$ cat src/rtl/fetch_unit_pkg.sv
// Shared types and constants for the instruction fetch unit.
package fetch_unit_pkg;

    typedef enum logic [1:0] {
        FETCH = 2'd0,
        WAIT  = 2'd1,
        ISSUE = 2'd2,
        FAULT = 2'd3
    } fetch_state_t;

    localparam int INSTR_BYTES = 4;

    // Instruction addresses are always word aligned.
    function automatic logic [31:0] align_pc(input logic [31:0] addr);
        return {addr[31:2], 2'b00};
    endfunction

endpackage

$ cat src/rtl/fetch_unit_pc_next.sv
// Combinational next-PC: sequential step or PC-relative branch, word aligned.
module pc_next
    import fetch_unit_pkg::*;
(
    input  logic [31:0] PC,
    input  logic [31:0] ImmOp,
    input  logic        PCSrc,
    output logic [31:0] next_pc
);

    logic [31:0] w_sum;

    // Plain 32-bit adds: overflow wraps and the carry is discarded.
    assign w_sum   = PCSrc ? (PC + ImmOp) : (PC + 32'(INSTR_BYTES));
    assign next_pc = align_pc(w_sum);

endmodule

$ cat src/rtl/fetch_unit.sv
// Single-outstanding instruction fetcher: FETCH -> WAIT -> ISSUE, with a
// sticky FAULT when memory does not answer within TIMEOUT wait cycles.
module fetch_unit
    import fetch_unit_pkg::*;
#(
    parameter logic [31:0] RESET_PC = 32'h0000_0000,
    parameter int unsigned TIMEOUT  = 255
) (
    input  logic        clk,
    input  logic        rst,
    input  logic        PCSrc,
    input  logic [31:0] ImmOp,
    input  logic        stall,
    output logic        imem_req,
    output logic [31:0] imem_addr,
    input  logic        imem_rvalid,
    input  logic [31:0] imem_rdata,
    output logic [31:0] instr,
    output logic        instr_valid,
    output logic [31:0] PC,
    output logic        fault
);

    fetch_state_t r_state;
    fetch_state_t w_state_nxt;
    logic [31:0]  r_pc;
    logic [31:0]  r_instr;
    logic         r_valid;
    logic [7:0]   r_cnt;
    logic [31:0]  w_next_pc;
    logic         w_consume;
    logic         w_timeout;

    pc_next u_pc_next (
        .PC      (r_pc),
        .ImmOp   (ImmOp),
        .PCSrc   (PCSrc),
        .next_pc (w_next_pc)
    );

    assign w_consume = (r_state == ISSUE) && !stall;
    // Fires on the TIMEOUT-th consecutive wait cycle without data.
    assign w_timeout = ({1'b0, r_cnt} + 9'd1) >= 9'(TIMEOUT);

    always_ff @(posedge clk or posedge rst) begin
        if (rst) r_state <= FETCH;
        else     r_state <= w_state_nxt;
    end

    always_comb begin
        w_state_nxt = r_state;
        case (r_state)
            FETCH:   w_state_nxt = WAIT;
            WAIT: begin
                if (imem_rvalid)    w_state_nxt = ISSUE;
                else if (w_timeout) w_state_nxt = FAULT;
            end
            ISSUE:   if (!stall) w_state_nxt = FETCH;
            FAULT:   w_state_nxt = FAULT;
            default: w_state_nxt = FETCH;
        endcase
    end

    always_ff @(posedge clk or posedge rst) begin
        if (rst) begin
            r_pc    <= align_pc(RESET_PC);
            r_instr <= '0;
            r_valid <= 1'b0;
            r_cnt   <= '0;
        end else begin
            case (r_state)
                FETCH: r_cnt <= '0;
                WAIT: begin
                    if (imem_rvalid) begin
                        r_instr <= imem_rdata;
                        r_valid <= 1'b1;
                    end else begin
                        r_cnt <= r_cnt + 8'd1;
                    end
                end
                ISSUE: begin
                    if (w_consume) begin
                        r_pc    <= w_next_pc;
                        r_valid <= 1'b0;
                    end
                end
                default: r_valid <= 1'b0;
            endcase
        end
    end

    // Request is gated by rst so nothing is issued while reset is held.
    assign imem_req    = (r_state == FETCH) && !rst;
    assign imem_addr   = r_pc;
    assign instr       = r_instr;
    assign instr_valid = r_valid;
    assign PC          = r_pc;
    assign fault       = (r_state == FAULT);

endmodule

$ cat config.mk
export PLATFORM = sky130hd
export DESIGN_NAME = fetch_unit
export DESIGN_NICKNAME = d
export VERILOG_FILES = /design/src/rtl/fetch_unit_pkg.sv /design/src/rtl/fetch_unit_pc_next.sv /design/src/rtl/fetch_unit.sv
export SDC_FILE = /design/constraint.sdc
export NUM_CORES = 1
export LEC_CHECK = 0
export CAP_MARGIN = 20
export CORE_MARGIN = 4
export CORE_UTILIZATION = 40
export CTS_CLUSTER_DIAMETER = 200
export DETAILED_ROUTE_END_ITERATION = 12
export PLACE_DENSITY_LB_ADDON = 0.05
export SYNTH_ARGS = -nofsm -noshare
export SYNTH_HDL_FRONTEND = slang
export SYNTH_SLANG_ARGS = --single-unit
$ cat constraint.sdc
create_clock -name clk -period 8.7 [get_ports clk]
set_clock_uncertainty 0.1 [all_clocks]
set_input_delay 2.61 -clock clk [delete_from_list [all_inputs] [get_ports clk]]
set_output_delay 2.61 -clock clk [all_outputs]
set_load 0.005 [all_outputs]
==> results.sh, run 1 <==
export IMPL_cts_tree="done"
export IMPL_dp_hpwl_mm=9.53
export IMPL_syn_inst=560
export IMPL_finalSetupViolCount=0
export IMPL_final_common_cell="clkdlybuf4s50_1"
export IMPL_syn2layout_area_growth_pct=36.7
export IMPL_slew_headroom_pct=37.8
export IMPL_ys_flop_type="dfrtp_1"
export IMPL_worst_r2r_startpoint="PC[11]"
export IMPL_cts_resized=0
export IMPL_placeableCoreArea_mm2=0.0122
export IMPL_yosys_area_top_type_share_pct=36.4
export IMPL_postCtsSetupRepairBufs=0
export IMPL_synth_edf_count=0
export IMPL_die_x_um=120
export IMPL_drtPass1Iterations=4
export IMPL_grt_total_usage_pct=18.1
export IMPL_clkTransAtPathRegs_ns=0.06
export IMPL_port_buffers=161
export IMPL_ios=168
export IMPL_place_area_mm2=0.00651
export IMPL_nets=778
export IMPL_cp_required_ns=5.99
export IMPL_fin_setup_tns_ns=0
export IMPL_rsz0062_at_grt="no"
export IMPL_final_cell_mix="161 x clkdlybuf4s50_1, 74 x nand2_1, 73 x dfrtp_1, 41 x o21ai_0, 35 x a21oi_1"
export IMPL_synth_area_leaders="dfrtp_1 36%, ha_1 7.7%, mux2_2 7.2%"
export IMPL_diodes=0
export IMPL_rrSetupSlack_ns=5.73
export IMPL_final_hold_violation_count=0
export IMPL_powerDensity_mw_per_mm2=309
export IMPL_arrival_ns=3.77
export IMPL_synth_avg_cell_area_um2=8.96
export IMPL_worstRegToRegCells=9
export IMPL_ys_ff_latch=73
export IMPL_clock_sinks=73
export IMPL_final_layout_size_suffix_gt1_share_pct=9.68
export IMPL_grt_pass1_vias=4403
export IMPL_worstHoldStart="r_cnt[4]"
export IMPL_holdPathStages=1
export IMPL_drtAntennaViolNets=0
export IMPL_wire_per_inst_um=14.8
export IMPL_start_util_pct=41.3
export IMPL_grt_pass1_wl_mm=21.3
export IMPL_status="finished, final reports clean"
export IMPL_power_leakage_uw=0.00293
export IMPL_htree_levels=3
export IMPL_fin_util_pct=56.4
export IMPL_whs_endpoint="r_cnt[4]"
export IMPL_tightest_slew_ns=0.930
export IMPL_grt_overflow=0
export IMPL_vias=4287
export IMPL_r2r_end="PC[30]"
export IMPL_fp_row_count=40
export IMPL_cp_max_fo=2
export IMPL_drt_iter0_drc=137
export IMPL_setup_worst_path_start_class="input pin"
export IMPL_clk_insertion_delay_late_ns=0.34
export IMPL_antenna_found_initial=0
export IMPL_yosysSeqAreaShare_pct=36.4
export IMPL_cts_buffer_depth=2
export IMPL_yosys_area_top_type="dfrtp_1"
export IMPL_cp_end_kind="primary output"
export IMPL_drt_total_wl_mm=12.6
export IMPL_grt_max_degree=59
export IMPL_max_cap_viol_count=0
export IMPL_drv_slew=0
export IMPL_route_detailed_drc=0
export IMPL_finalCritPeriodShare_pct=74.4
export IMPL_hp_class="reg2reg"
export IMPL_vdd_drop_max_uv=172
export IMPL_die_h_um=120
export IMPL_yosysWarnings=0
export IMPL_cts_buffers=9
export IMPL_crit_type="in2out"
export IMPL_routed_via_density=5.04
export IMPL_post_route_min_period_ns=6.48
export IMPL_die_area_mm2=0.0144
export IMPL_fin_area_mm2=0.00686
export IMPL_cts_hold_buf=0
export IMPL_globalplace_congestion=0.818
export IMPL_ctsRootBufferMaster="clkbuf_16"
export IMPL_max_freq_ghz=0.154
export IMPL_async_flop_share_pct=100
export IMPL_syn_area_mm2=0.00502
export IMPL_synthDistinctLibCells=59
==> cell usage after synthesis (7+ instances only) <==
cell      count
nand2_1      74
dfrtp_1      73
o21ai_0      41
a21oi_1      35
buf_4        34
mux2_2       32
ha_1         31
and2_1       29
nor2_1       25
clkbuf_1     23
xnor2_1      16
inv_1        15
a21o_1       11
nand4_1       9
nor3_1        9
o21a_1        9
xor2_1        9
nand2b_1      7
nand3_1       7
o21ai_1       7
==> per-stage QoR <==
stage | worst slack, ns | hold WS [ns] | total power, µW | instances
global placement | 2.24 | 0.387 | 1700 | 833
global route | 2.20 | 0.424 | 2290 | 850
finish | 2.22 | 0.405 | 2120 | 850
floorplan | 3.22 | 0.360 | 1240 | 563
detailed placement | 2.16 | 0.389 | 1720 | 833
CTS | 2.23 | 0.403 | 2140 | 849
==> report_power, final <==
group / total (µW) / leakage (µW) / switching [µW] / internal (µW)
registers: 623 / 0.000904 / 130 / 493
clock network: 413 / 0.000151 / 154 / 259
logic: 1080 / 0.00187 / 452 / 630
==> cells by family after synthesis <==
| kind of cell | Yosys count | synth area share, % |
|---|---|---|
| simple gates | 177 | 17.0 |
| mux | 32 | 7.18 |
| other cells | 1 | 0.0747 |
| compound gates | 144 | 18.6 |
| buf+inv | 76 | 8.33 |
| flops | 73 | 36.4 |
| fa+ha+maj | 32 | 8.13 |
| xor+xnor | 25 | 4.36 |
==> cell type report <==
class / instances / area, µm²
well taps: 168 / 210
fillers: 1171 / 5300
flip-flops and latches: 73 / 1830
multi-input cells: 414 / 2790
repair buffers: 164 / 1650
inverters: 15 / 56.3
clock buffers: 10 / 239
clock inverters: 6 / 91.3
==> per-layer routing <==
metal,wire [µm],track usage [%]
met1,5480,22.1
met2,5830,29.3
met3,1140,7.68
met4,164,4.94
met5,0,0
==> sequential cells by signal, summed over array words and instances (netlist names) <==
name         count
PC              30
instr           32
instr_valid      1
r_cnt            8
r_state          2
==> worst max-delay path: stages <==
cell and delay (ns):
clkdlybuf4s50_1 0.43, nor3_1 0.18, clkdlybuf4s50_1 0.55
==> worst max path at each step <==
stage / slack [ns] / to / from / depth (start not counted)
floorplan: 3.22 / imem_req / rst / 1
global placement: 2.24 / PC[30] / PCSrc / 11
detailed placement: 2.16 / PC[30] / PCSrc / 11
CTS: 2.23 / imem_req / rst / 3
global route: 2.20 / imem_req / rst / 3
finish: 2.22 / imem_req / rst / 3
No activity file was read; power rests on OpenSTA's default activity.
==> run 2: changes to the inputs <==
==> constraint.sdc (replaced) <==
create_clock -name clk -period 5.61 [get_ports clk]
set_clock_uncertainty 0.1 [all_clocks]
set_input_delay 1.683 -clock clk [delete_from_list [all_inputs] [get_ports clk]]
set_output_delay 1.683 -clock clk [all_outputs]
set_load 0.005 [all_outputs]
==> run 2 against run 1 <==
  * Clock power is 33% higher
  * Die area stayed put
  * Sequential share of layout area rose by 0.16 points
  * Sequential cell count is the same
  * Sequential power increased by 56%
  * Cell area is 0.60% lower
  * Global-route usage grew 0.27 points
  * Largest power group unchanged
  * Highest routed layer unchanged
==> results.sh, run 2 (synthesized netlist as in run 1, its figures left out) <==
export IMPL_hp_class="reg2reg"
export IMPL_drv_slew=0
export IMPL_die_area_mm2=0.0144
export IMPL_final_layout_size_suffix_gt1_share_pct=9.93
export IMPL_fin_area_mm2=0.00682
export IMPL_htree_levels=3
export IMPL_whs_ns=0.409
export IMPL_cp_max_fo=13
export IMPL_grt_pass1_wl_mm=21.5
export IMPL_route_detailed_drc=0
export IMPL_finalCritPeriodShare_pct=84.6
export IMPL_status="finished, final reports clean"
export IMPL_finalSetupViolCount=0
export IMPL_port_buffers=161
export IMPL_cp_required_ns=5.74
export IMPL_die_x_um=120
export IMPL_slew_headroom_pct=58.8
export IMPL_cts_hold_buf=0
export IMPL_nets=781
export IMPL_arrival_ns=4.87
export IMPL_wl_met3_mm=1.19
export IMPL_fin_ws_ns=0.865
export IMPL_fillerInstances=1142
export IMPL_dr_wl_met2_mm=6.04
export IMPL_vdd_drop_max_uv=334
export IMPL_power_leakage_uw=0.00291
export IMPL_cts_buffers=9
export IMPL_grt_total_usage_pct=18.4
export IMPL_fp_row_count=40
export IMPL_dp_hpwl_mm=9.79
export IMPL_max_freq_ghz=0.211
export IMPL_ios=168
export IMPL_syn2layout_area_growth_pct=35.9
export IMPL_tightest_slew_ns=0.618
export IMPL_postCtsSetupRepairBufs=0
export IMPL_max_cap_viol_count=0
export IMPL_drtPass1Iterations=5
export IMPL_cts_resized=0
export IMPL_final_common_cell="clkdlybuf4s50_1"
export IMPL_worstHoldStart="instr[0]"
export IMPL_start_util_pct=41.3
export IMPL_powerDensity_mw_per_mm2=469
export IMPL_die_h_um=120
export IMPL_crit_type="in2reg"
export IMPL_place_ws_ns=0.489
export IMPL_globalplace_congestion=0.858
export IMPL_fin_setup_tns_ns=0
export IMPL_placeableCoreArea_mm2=0.0122
export IMPL_ctsRootBufferMaster="clkbuf_16"
export IMPL_clock_sinks=73
export IMPL_vias=4309
export IMPL_grt_overflow=0
export IMPL_grt_max_degree=59
export IMPL_cts_tree="done"
export IMPL_diodes=0
export IMPL_setup_worst_path_start_class="input pin"
export IMPL_routed_via_density=5.05
export IMPL_drt_iter0_drc=133
export IMPL_critPathLaunch="PCSrc"
export IMPL_final_hold_violation_count=0
export IMPL_rsz0062_at_grt="no"
export IMPL_drtAntennaViolNets=0
export IMPL_drt_total_wl_mm=12.8
export IMPL_grt_pass1_vias=4456
export IMPL_largest_reg_flops=32
export IMPL_post_route_min_period_ns=4.74
export IMPL_top_layer_used="met4"
export IMPL_wire_per_inst_um=15.0
export IMPL_antenna_found_initial=0
export IMPL_place_area_mm2=0.00654
export IMPL_clkTransAtPathRegs_ns=0.06
export IMPL_met1_length_mm=5.47
export IMPL_cts_buffer_depth=2
export IMPL_cp_end_kind="register"
export IMPL_final_cell_mix="161 x clkdlybuf4s50_1, 74 x nand2_1, 73 x dfrtp_1, 41 x o21ai_0, 35 x a21oi_1"
export IMPL_clk_insertion_delay_late_ns=0.35
export IMPL_worst_r2r_startpoint="PC[2]"
-- run 2: changes by cell type in the layout (fill, tap and decap cells not counted) --
cell,change
buf_12,-1
clkbuf_8,-1
clkbuf_1,+1
inv_6,+3
bufinv_16,-2
buf_4,+4
clkinvlp_4,-1
-- run 2: worst paths after layout --
path | endpoint | slack, ns | depth (start not counted)
worst max-delay path | PC[31] | 0.87 | 11
max in group asynchronous | PC[15] | 2.72 | 3
worst min register to register | instr[0] | 0.41 | 1
min in group asynchronous | instr[14] | 1.64 | 2
worst min-delay path | instr[0] | 0.41 | 1
worst max register to register | PC[30] | 2.63 | 12
-- run 2: final cells by class --
cell class,instances,area (µm²),share of cell area [%]
Clock inverter,6,50.0,0.734
Sequential cell,73,1830,26.8
Inverter,15,56.3,0.826
Clock buffer,10,229,3.36
Timing Repair Buffer,167,1660,24.3
Tap cell,168,210,3.08
Multi-Input combinational cell,414,2790,40.9
-- run 2: report_power, final --
group	total (µW)	switching (µW)	internal, µW
clock	549	244	305
sequential	972	207	765
combinational	1680	705	975
-- run 2: per-stage QoR --
step | power [µW] | util (%) | std cells
3_3_place_gp | 2630 | 53.8 | 837
4_1_cts | 3250 | 56.1 | 853
6_report | 3200 | 56.1 | 853
2_1_floorplan | 1920 | - | 563
5_1_grt | 3460 | 56.1 | 853
3_5_place_dp | 2670 | 53.8 | 837
-- run 2: critical path: stages --
cell and delay, ns:
clkdlybuf4s50_1 0.67, buf_4 0.31, and2_1 0.15, ha_1 0.42
nand4_1 0.19, o221a_1 0.30, a211oi_2 0.35, o31ai_2 0.16
o32ai_1 0.38, a211oi_2 0.11, xnor2_1 0.14
-- run 2: per-layer routing --
metal  vias to the layer above  global-route usage, %
li1                       2164                      -
met1                      2000                   22.2
met2                       135                   30.0
met3                        10                   8.34
met4                         0                   4.29
met5                         -                      0
==> run 3: changes to the inputs <==
==> constraint.sdc (replaced) <==
create_clock -name clk -period 3.9 [get_ports clk]
set_clock_uncertainty 0.1 [all_clocks]
set_input_delay 1.17 -clock clk [delete_from_list [all_inputs] [get_ports clk]]
set_output_delay 1.17 -clock clk [all_outputs]
set_load 0.005 [all_outputs]
==> run 3 against run 2 <==
  * Routed wire length is 8.9% higher
  * Power up 59%
  * Sequential cell count unchanged
  * Clock-buffer cell count grew 2
  * Critical path depth up 4
  * Utilization rose by 6.7 points
  * Cell count rose by 8.8%
  * Global-route usage up 0.66 points
  * Sequential power increased by 44%
  * Critical path type unchanged
==> results.sh, run 3 (synthesized netlist as in run 1, its figures left out) <==
export IMPL_fillerInstances=1086
export IMPL_grt_total_usage_pct=19.0
export IMPL_nets=856
export IMPL_max_freq_ghz=0.267
export IMPL_fin_setup_tns_ns=0
export IMPL_final_layout_size_suffix_gt1_share_pct=21.2
export IMPL_drtPass1Iterations=4
export IMPL_status="finished, final reports clean"
export IMPL_final_cell_mix="160 x clkdlybuf4s50_1, 77 x buf_4, 73 x dfrtp_1, 73 x nand2_1, 38 x o21ai_0"
export IMPL_die_area_mm2=0.0144
export IMPL_holdPathStages=1
export IMPL_tightest_slew_ns=0.723
export IMPL_vias=4659
export IMPL_diodes=0
export IMPL_crit_slowest_cell="clkdlybuf4s50_1"
export IMPL_crit_type="in2reg"
export IMPL_grt_pass1_wl_mm=22.4
export IMPL_post_route_min_period_ns=3.75
export IMPL_die_h_um=120
export IMPL_cp_end_kind="register"
export IMPL_finalCritPeriodShare_pct=96.2
export IMPL_r2r_end="PC[24]"
export IMPL_final_common_cell="clkdlybuf4s50_1"
export IMPL_clock_sinks=73
export IMPL_worstHoldStart="instr[19]"
export IMPL_hp_class="reg2reg"
export IMPL_dp_hpwl_mm=10.5
export IMPL_grt_busiest_layer="met2"
export IMPL_cts_buffer_depth=2
export IMPL_powerDensity_mw_per_mm2=666
export IMPL_routed_via_density=5.02
export IMPL_setup_worst_path_start_class="input pin"
export IMPL_whs_endpoint="instr[19]"
export IMPL_largest_reg_flops=32
export IMPL_antenna_found_initial=0
export IMPL_drt_total_wl_mm=13.9
export IMPL_final_hold_violation_count=0
export IMPL_cts_buffers=9
export IMPL_htree_levels=3
export IMPL_cp_slowest_stage_delay_ns=0.50
export IMPL_cp_max_fo=2
export IMPL_cts_tree="done"
export IMPL_grt_util_met1_pct=22.9
export IMPL_cts_hold_buf=0
export IMPL_arrival_ns=3.86
export IMPL_finalSetupViolCount=0
export IMPL_crit_chain="clkdlybuf4s50_1 -> nand2b_1 -> ha_1 -> inv_1 -> fa_1 -> nand2b_4 -> a21oi_2 -> o21ai_2 -> buf_4 -> a21o_1 -> o21ai_2 -> buf_4 -> a21oi_1 -> xnor2_1 -> o21ai_1"
export IMPL_fin_util_pct=62.8
export IMPL_vdd_drop_max_uv=386
export IMPL_grt_util_met3_pct=6.31
export IMPL_cp_required_ns=4.00
export IMPL_worst_r2r_startpoint="PC[2]"
export IMPL_wire_per_inst_um=15.0
export IMPL_start_util_pct=41.3
export IMPL_power_leakage_uw=0.00336
export IMPL_ios=168
export IMPL_ctsRootBufferMaster="clkbuf_16"
export IMPL_grt_overflow=0
export IMPL_clk_insertion_delay_late_ns=0.33
export IMPL_grt_use_met2_pct=32.0
export IMPL_grt_pass1_vias=4734
export IMPL_port_buffers=161
export IMPL_fp_row_count=40
export IMPL_drt_iter0_drc=128
export IMPL_die_x_um=120
export IMPL_placeableCoreArea_mm2=0.0122
export IMPL_clkTransAtPathRegs_ns=0.06
export IMPL_grt_max_degree=58
export IMPL_max_cap_viol_count=0
export IMPL_drtAntennaViolNets=0
export IMPL_worstRegToRegCells=13
export IMPL_route_detailed_drc=0
export IMPL_syn2layout_area_growth_pct=52.1
export IMPL_slew_headroom_pct=51.7
export IMPL_globalplace_congestion=0.888
export IMPL_rrSetupSlack_ns=1.14
export IMPL_drv_slew=0
==> run 3: cell count changes in the layout (fill, tap and decap cells not counted), sizes merged <==
cell / delta
inv: -3
buf: +74
clkinvlp: -1
clkdlybuf4s50: -1
dlymetal6s2s: +1
clkbuf: +3
bufinv: +1
clkinv: +1
==> run 3: final cells by class <==
cell class,count,area (µm²),area share (%)
flip-flops and latches,73,1830,23.9
repair buffers,242,2280,29.8
inverters,15,56.3,0.738
multi-input cells,414,2960,38.7
clock inverters,4,51.3,0.672
clock buffers,12,256,3.36
well taps,168,210,2.75
==> run 3: what timing repair did <==
item                       in CTS  in global routing
setup buffers                   0                  2
gates resized for setup         4                 25
cloned                          0                  1
pin swaps                       1                 12
setup endpoints to repair       3                 11
==> run 3: worst max-delay path by stage <==
stage | slack (ns) | from | depth (start not counted) | endpoint
after floorplan | 0.27 | PCSrc | 12 | PC[31]
after global placement | -0.33 | PCSrc | 15 | PC[30]
after detailed placement | -0.39 | PCSrc | 13 | PC[31]
after CTS | 0.01 | PCSrc | 13 | PC[31]
after global routing | -0.01 | ImmOp[2] | 14 | PC[30]
final | 0.15 | ImmOp[2] | 15 | PC[24]
==> run 3: per-stage QoR <==
stage          hold slack [ns]  cell area (µm²)  cells  setup WS, ns  power [µW]
5_1_grt                  0.420             7630    928      -0.00978        5490
3_3_place_gp             0.386             7120    909        -0.329        4070
6_report                 0.402             7630    928         0.149        5080
4_1_cts                  0.405             7440    925        0.0130        5050
2_1_floorplan            0.360             5030    563         0.275        2760
3_5_place_dp             0.392             7120    909        -0.389        4140
==> run 3: worst max-delay path: cells and delay by family <==
kind | cells | cell delay, ns
AO/OA/AOI/OAI | 6 | 0.81
XOR/XNOR | 1 | 0.16
adder cells (fa/ha/maj) | 2 | 0.56
buffers and inverters | 4 | 0.86
AND/OR/NAND/NOR | 2 | 0.28
==> run 3: where the power goes <==
group	switching (µW)	total [µW]	internal, µW	leakage [µW]
sequential	298	1400	1100	0.000904
clock	336	867	531	0.000149
combinational	1130	2820	1680	0.00230
==> run 3: layer usage <==
layer,share of wire (%),vias to the layer above
met3,7.9,20
met2,48,134
met1,42,2196
met4,1.6,0
li1,-,2309
met5,0,-
